$ cat src/rtl/fft_frame_arbiter.sv
// Frame-level round-robin arbiter sharing one window/FFT input stream between two sample channels.
// Optional starvation timeout with zero padding of the stalled frame: define ARB_STARVE_TIMEOUT_EN.
module fft_frame_arbiter #(
  parameter int unsigned FFT_SIZE   = 4096,
  parameter int unsigned DATA_WIDTH = 16
`ifdef ARB_STARVE_TIMEOUT_EN
  ,
  parameter int unsigned TIMEOUT_CYCLES = 1024
`endif
) (
  input  logic                  clk,
  input  logic                  reset,
  input  logic                  s0_frame_req,
  input  logic                  s0_axis_tvalid,
  input  logic [DATA_WIDTH-1:0] s0_axis_tdata,
  output logic                  s0_axis_tready,
  input  logic                  s1_frame_req,
  input  logic                  s1_axis_tvalid,
  input  logic [DATA_WIDTH-1:0] s1_axis_tdata,
  output logic                  s1_axis_tready,
  output logic                  m_axis_tvalid,
  output logic [DATA_WIDTH-1:0] m_axis_tdata,
  output logic                  m_axis_tlast,
  output logic                  m_axis_tuser,
  input  logic                  m_axis_tready,
  output logic                  busy,
  output logic                  frame_done,
  output logic                  frame_err
);

  localparam int unsigned CW = $clog2(FFT_SIZE);
  localparam logic [CW-1:0] LAST_BEAT = CW'(FFT_SIZE - 1);

  typedef enum logic [1:0] {
    ST_IDLE   = 2'd0,
    ST_STREAM = 2'd1
`ifdef ARB_STARVE_TIMEOUT_EN
    ,
    ST_PAD    = 2'd2
`endif
  } state_t;

  state_t          r_state, w_state_nxt;
  logic [CW-1:0]   r_beat_cnt, w_beat_cnt_nxt;
  logic            r_grant, w_grant_nxt;
  logic            r_last_grant, w_last_grant_nxt;
  logic            r_frame_done, w_frame_done_nxt;
  logic            w_src_valid;
  logic [DATA_WIDTH-1:0] w_src_data;
  logic            w_is_last;

`ifdef ARB_STARVE_TIMEOUT_EN
  localparam int unsigned SW = $clog2(TIMEOUT_CYCLES + 1);
  localparam logic [SW-1:0] STALL_LIMIT = SW'(TIMEOUT_CYCLES - 1);

  logic            r_frame_err, w_frame_err_nxt;
  logic [SW-1:0]   r_stall_cnt, w_stall_cnt_nxt;

  assign frame_err = r_frame_err;
`else
  assign frame_err = 1'b0;
`endif

  assign frame_done  = r_frame_done;
  assign w_src_valid = r_grant ? s1_axis_tvalid : s0_axis_tvalid;
  assign w_src_data  = r_grant ? s1_axis_tdata : s0_axis_tdata;
  assign w_is_last   = (r_beat_cnt == LAST_BEAT);

  // Next-state and combinational stream mux; the only path from sources to the FFT is zero-latency.
  always_comb begin
    w_state_nxt      = r_state;
    w_beat_cnt_nxt   = r_beat_cnt;
    w_grant_nxt      = r_grant;
    w_last_grant_nxt = r_last_grant;
    w_frame_done_nxt = 1'b0;
`ifdef ARB_STARVE_TIMEOUT_EN
    w_frame_err_nxt  = 1'b0;
    w_stall_cnt_nxt  = r_stall_cnt;
`endif
    m_axis_tvalid    = 1'b0;
    m_axis_tdata     = '0;
    m_axis_tlast     = 1'b0;
    m_axis_tuser     = 1'b0;
    busy             = 1'b0;
    s0_axis_tready   = 1'b0;
    s1_axis_tready   = 1'b0;

    case (r_state)
      ST_IDLE: begin
`ifdef ARB_STARVE_TIMEOUT_EN
        w_stall_cnt_nxt = '0;
`endif
        if (s0_frame_req || s1_frame_req) begin
          w_grant_nxt    = (s0_frame_req && s1_frame_req) ? ~r_last_grant : s1_frame_req;
          w_beat_cnt_nxt = '0;
          w_state_nxt    = ST_STREAM;
        end
      end

      ST_STREAM: begin
        busy           = 1'b1;
        m_axis_tvalid  = w_src_valid;
        m_axis_tdata   = w_src_data;
        m_axis_tuser   = r_grant;
        m_axis_tlast   = w_is_last && w_src_valid;
        s0_axis_tready = ~r_grant & m_axis_tready;
        s1_axis_tready = r_grant & m_axis_tready;
        if (w_src_valid && m_axis_tready) begin
          w_beat_cnt_nxt = r_beat_cnt + CW'(1);
          if (w_is_last) begin
            w_state_nxt      = ST_IDLE;
            w_last_grant_nxt = r_grant;
            w_frame_done_nxt = 1'b1;
          end
        end
`ifdef ARB_STARVE_TIMEOUT_EN
        // Only an idle source counts as a stall; FFT back-pressure never does.
        if (w_src_valid) begin
          w_stall_cnt_nxt = '0;
        end else if (r_stall_cnt == STALL_LIMIT) begin
          w_stall_cnt_nxt = '0;
          w_state_nxt     = ST_PAD;
        end else begin
          w_stall_cnt_nxt = r_stall_cnt + SW'(1);
        end
`endif
      end

`ifdef ARB_STARVE_TIMEOUT_EN
      // Fill the rest of a starved frame with zeros so the FFT frame stays aligned.
      ST_PAD: begin
        busy          = 1'b1;
        m_axis_tvalid = 1'b1;
        m_axis_tuser  = r_grant;
        m_axis_tlast  = w_is_last;
        if (m_axis_tready) begin
          w_beat_cnt_nxt = r_beat_cnt + CW'(1);
          if (w_is_last) begin
            w_state_nxt      = ST_IDLE;
            w_last_grant_nxt = r_grant;
            w_frame_done_nxt = 1'b1;
            w_frame_err_nxt  = 1'b1;
          end
        end
      end
`endif

      default: w_state_nxt = ST_IDLE;
    endcase
  end

  // last_grant resets to 1 so channel 0 wins the first tie.
  always_ff @(posedge clk or posedge reset) begin
    if (reset) begin
      r_state      <= ST_IDLE;
      r_beat_cnt   <= '0;
      r_grant      <= 1'b0;
      r_last_grant <= 1'b1;
      r_frame_done <= 1'b0;
`ifdef ARB_STARVE_TIMEOUT_EN
      r_frame_err  <= 1'b0;
      r_stall_cnt  <= '0;
`endif
    end else begin
      r_state      <= w_state_nxt;
      r_beat_cnt   <= w_beat_cnt_nxt;
      r_grant      <= w_grant_nxt;
      r_last_grant <= w_last_grant_nxt;
      r_frame_done <= w_frame_done_nxt;
`ifdef ARB_STARVE_TIMEOUT_EN
      r_frame_err  <= w_frame_err_nxt;
      r_stall_cnt  <= w_stall_cnt_nxt;
`endif
    end
  end

endmodule

$ cat config.mk
export PLATFORM = sky130hd
export DESIGN_NAME = fft_frame_arbiter
export DESIGN_NICKNAME = d
export VERILOG_FILES = /design/src/rtl/fft_frame_arbiter.sv
export SDC_FILE = /design/constraint.sdc
export NUM_CORES = 1
export LEC_CHECK = 0
export CORE_UTILIZATION = 30
export CTS_CLUSTER_DIAMETER = 60
export DETAILED_ROUTE_END_ITERATION = 8
export MAX_ROUTING_LAYER = met4
export PLACE_DENSITY_LB_ADDON = 0.08
export SYNTH_ARGS = -nofsm -noshare
export SYNTH_HDL_FRONTEND = slang
export SYNTH_SLANG_ARGS = --single-unit
$ cat constraint.sdc
create_clock -name clk -period 2.2 [get_ports clk]
set_clock_uncertainty 0.2 [all_clocks]
set_input_delay 0.44 -clock clk [delete_from_list [all_inputs] [get_ports clk]]
set_output_delay 0.44 -clock clk [all_outputs]
set_load 0.02 [all_outputs]
==> impl_metrics.yaml <==
power:
  comb_power_share_pct: 36.5
  clkPwrFrac_pct: 23.0
  p_total_mw: 0.878
  cell_internal_power_dissipation_mw: 0.612
  ir_drop_mv: 0.462
  static_leakage_nw: 0.898
  power.share.sequential_pct: 40.5
  switchingPower_mw: 0.266
  switching_share_pct: 30.3
  power_per_cell_area_mw_per_mm2: 436
worst_setup_path:
  critPathTopFamily: "buffers and inverters"
  cp_cell_sequence: "clkdlybuf4s50_1 -> mux2i_2 -> buf_4 -> buf_4 -> or2_4 -> buf_4 -> o311ai_4 -> o41ai_2"
  critical_path_peak_fanout: 5
  cp.required_ns: 2.18
  worstPathArrival_ns: 2.12
  setup.worst_path.start_class: "primary input"
  category_of_the_worst_setup_path_capture_point: "register"
  critical_path.most_common_cell: "sky130_fd_sc_hd__buf_4"
  cpMaxStageDelayCell: "sky130_fd_sc_hd__clkdlybuf4s50_1"
  crit_buf_inv: 4
  crit_type: "in2reg"
  max_stage_delay_on_crit_path_ns: 0.47
global_route:
  antenna_found_initial: 0
  grtUsageMet1_pct: 21.6
  first_global_vias: 1189
  grt_use_total_pct: 18.5
  grt_overflow: 0
  grt_max_degree: 17
  grt.met3_usage_pct: 3.83
  top_usage_layer: "met2"
  grt_pass1_wl_mm: 5.60
  use_met2_pct: 32.9
floorplan:
  core.rowCount: 21
  die-area_mm2: 0.00390
  io_pins: 63
  floorplan.initialDensity_pct: 32.1
  die_h_um: 62.4
  fp.coreArea_mm2: 0.00342
  die_w_um: 62.4
cells_and_area:
  finalNetCount: 252
  nFillCells: 337
  layout_commonest_cell: "sky130_fd_sc_hd__clkdlybuf4s50_1"
  drive_gt1_share_pct: 22.7
  post-route-cell-area_mm2: 0.00202
  final-seq-area_um2: 403
  multi_input_area_um2: 686
  areaGrowthSynthToFinish_pct: 84.2
  n_antenna_cell: 0
  utilization_pct: 59.0
  most-common-layout-cells: "sky130_fd_sc_hd__clkdlybuf4s50_1, sky130_fd_sc_hd__buf_4, sky130_fd_sc_hd__nor2_1, sky130_fd_sc_hd__mux2i_1, sky130_fd_sc_hd__dlygate4sd2_1"
synthesis:
  post-synth-top-area-cell: "sky130_fd_sc_hd__dfrtp_1"
  synth_cell_types: 33
  synth_top_cells_by_area: "sky130_fd_sc_hd__dfrtp_1, sky130_fd_sc_hd__mux2i_1, sky130_fd_sc_hd__nor2_1"
  yosys.area_share.xor_xnor_pct: 2.40
  seq_area_frac_synth_pct: 36.7
  async_reset_ff_share_pct: 100
  ys_ff_latch: 16
  mappedNetlistArea_mm2: 0.00109
  synth-simple-area-share_pct: 25.8
  synth.net_count: 163
  muxShareOfSynthArea_pct: 22.9
  synth_enable_flop_cells: 0
  synthesis.area_per_instance_um2: 8.90
  synthCells: 123
  synth_compound_gate_area_share_pct: 5.83
  yosysWarnings: 0
  synthAdderAreaFrac_pct: 1.14
  most_used_dff_post_synth: "sky130_fd_sc_hd__dfrtp_1"
  synth_top_family_by_area: "simple AND/OR/NAND/NOR gates"
  synth_top_area_share_pct: 34.3
cts:
  cts.root.buffer_cell: "sky130_fd_sc_hd__clkbuf_4"
  cts_made_buffers: 3
  cts_tree: "yes"
  ctsHtreeMaxLevel: 1
  cts.path.max_buffers: 2
  insertion_delay_ns: 0.29
  cts.reportedPaths.clkPinSlew_ns: 0.10
  cts.sink_count: 16
placed_design:
  post-dp-hpwl_mm: 2.75
  placed_cell_area_mm2: 0.00194
  place.gp.congestion: 0.860
  preCtsSetupSlack_ns: -0.380
  io_buffers: 61
hold_path:
  worst_hold_path_type: "in2async"
route:
  route.detailed.vias_per_inst: 4.66
  route.detailed.drc: 0
  first_pass_iters: 4
  avgRoutedWirePerCell_um: 13.3
  finalWirelength_mm: 3.41
  drt-initial-drc-count: 58
  vias: 1198
  detail-route-antenna-nets: 0
sta:
  timing.slew.headroom_pct: 59.9
  achievable-frequency_mhz: 465
  finalSetupViolCount: 0
  hold_violations: 0
  tightest_slew_ns: 0.601
  final.setup.worst_slack_ns: 0.0516
  unrepaired_setup_endpoints_after_global_routing: "yes"
  layout_min_cycle_time_ns: 2.15
  timing.final.max_slew_violations: 0
  period_share_pct: 97.7
run_status:
  outcome: "finished clean"
job:
  maxCapViolCount: 0
## through the flow
step           cells  TNS, ns  hold slack [ns]
6_report         257        0            0.306
5_1_grt          257  -0.0160            0.368
4_1_cts          257        0            0.337
3_5_place_dp     252    -3.06            0.339
3_3_place_gp     252    -2.74            0.333
2_1_floorplan    123        0            0.153
## synth_stat cells (all sizes together) (2+ instances only)
| cell type | number |
|---|---|
| and3 | 3 |
| buf | 4 |
| clkbuf | 3 |
| dfrtp | 15 |
| inv | 3 |
| mux2 | 2 |
| mux2i | 22 |
| nand2 | 11 |
| nand3 | 7 |
| nand4 | 4 |
| nor2 | 25 |
| nor3 | 3 |
| nor4 | 3 |
| o21ai | 3 |
| o41ai | 2 |
| or2 | 2 |
| xnor2 | 3 |
## final timing paths
kind / from / endpoint / slack (ns) / depth (start not counted)
worst min-delay path: reset / frame_done / 0.31 / 2
worst max register to register: r_grant / r_beat_cnt[6] / 0.11 / 7
worst max-delay path: s0_axis_tvalid / r_beat_cnt[6] / 0.05 / 8
max in group asynchronous: reset / r_grant / 1.07 / 2
worst min register to register: r_beat_cnt[11] / r_beat_cnt[11] / 0.35 / 2
min in group clk: r_beat_cnt[11] / r_beat_cnt[11] / 0.35 / 2
## cell type report
| type | instances | area share [%] |
|---|---|---|
| Inverter | 3 | 0.558 |
| Tap cell | 46 | 2.85 |
| Sequential cell | 16 | 20.0 |
| Clock buffer | 4 | 1.80 |
| Timing Repair Buffer | 91 | 40.8 |
| Multi-Input combinational cell | 97 | 34.0 |
## cell families after synthesis
logic type                 Yosys count
and+or+nand+nor                     60
muxes                               24
DFF                                 16
buffers and inverters               10
AOI/OAI and AO/OA                    8
xor gates and xnor gates             3
adders and majority gates            1
other                                1
## registers in the layout, indices dropped and copies added (netlist names)
signal,count
frame_done,1
r_beat_cnt,12
r_grant,1
r_last_grant,1
r_state,1
## power by group through the flow
stage	logic, mW	registers [mW]	clock network [mW]
floorplan	0.114	0.375	0
global placement	0.324	0.359	0
detailed placement	0.328	0.363	0
CTS	0.318	0.357	0.203
global route	0.350	0.362	0.221
finish	0.320	0.356	0.202
## layer usage
| layer | vias to the layer above | part of all wire [%] |
|---|---|---|
| li1 | 608 | - |
| met1 | 569 | 42 |
| met2 | 19 | 54 |
| met3 | 2 | 2.8 |
| met4 | 0 | 0.56 |
| met5 | - | 0 |
## repair_timing
| action | CTS | global route |
|---|---|---|
| hold buffers | 0 | 0 |
| setup buffers | 1 | 0 |
| pin swaps | 1 | 1 |
| setup endpoints to repair | 21 | 19 |
| resized for setup | 28 | 13 |
| endpoints found under the hold margin | 0 | 0 |
No activity file was read; power rests on OpenSTA's default activity.
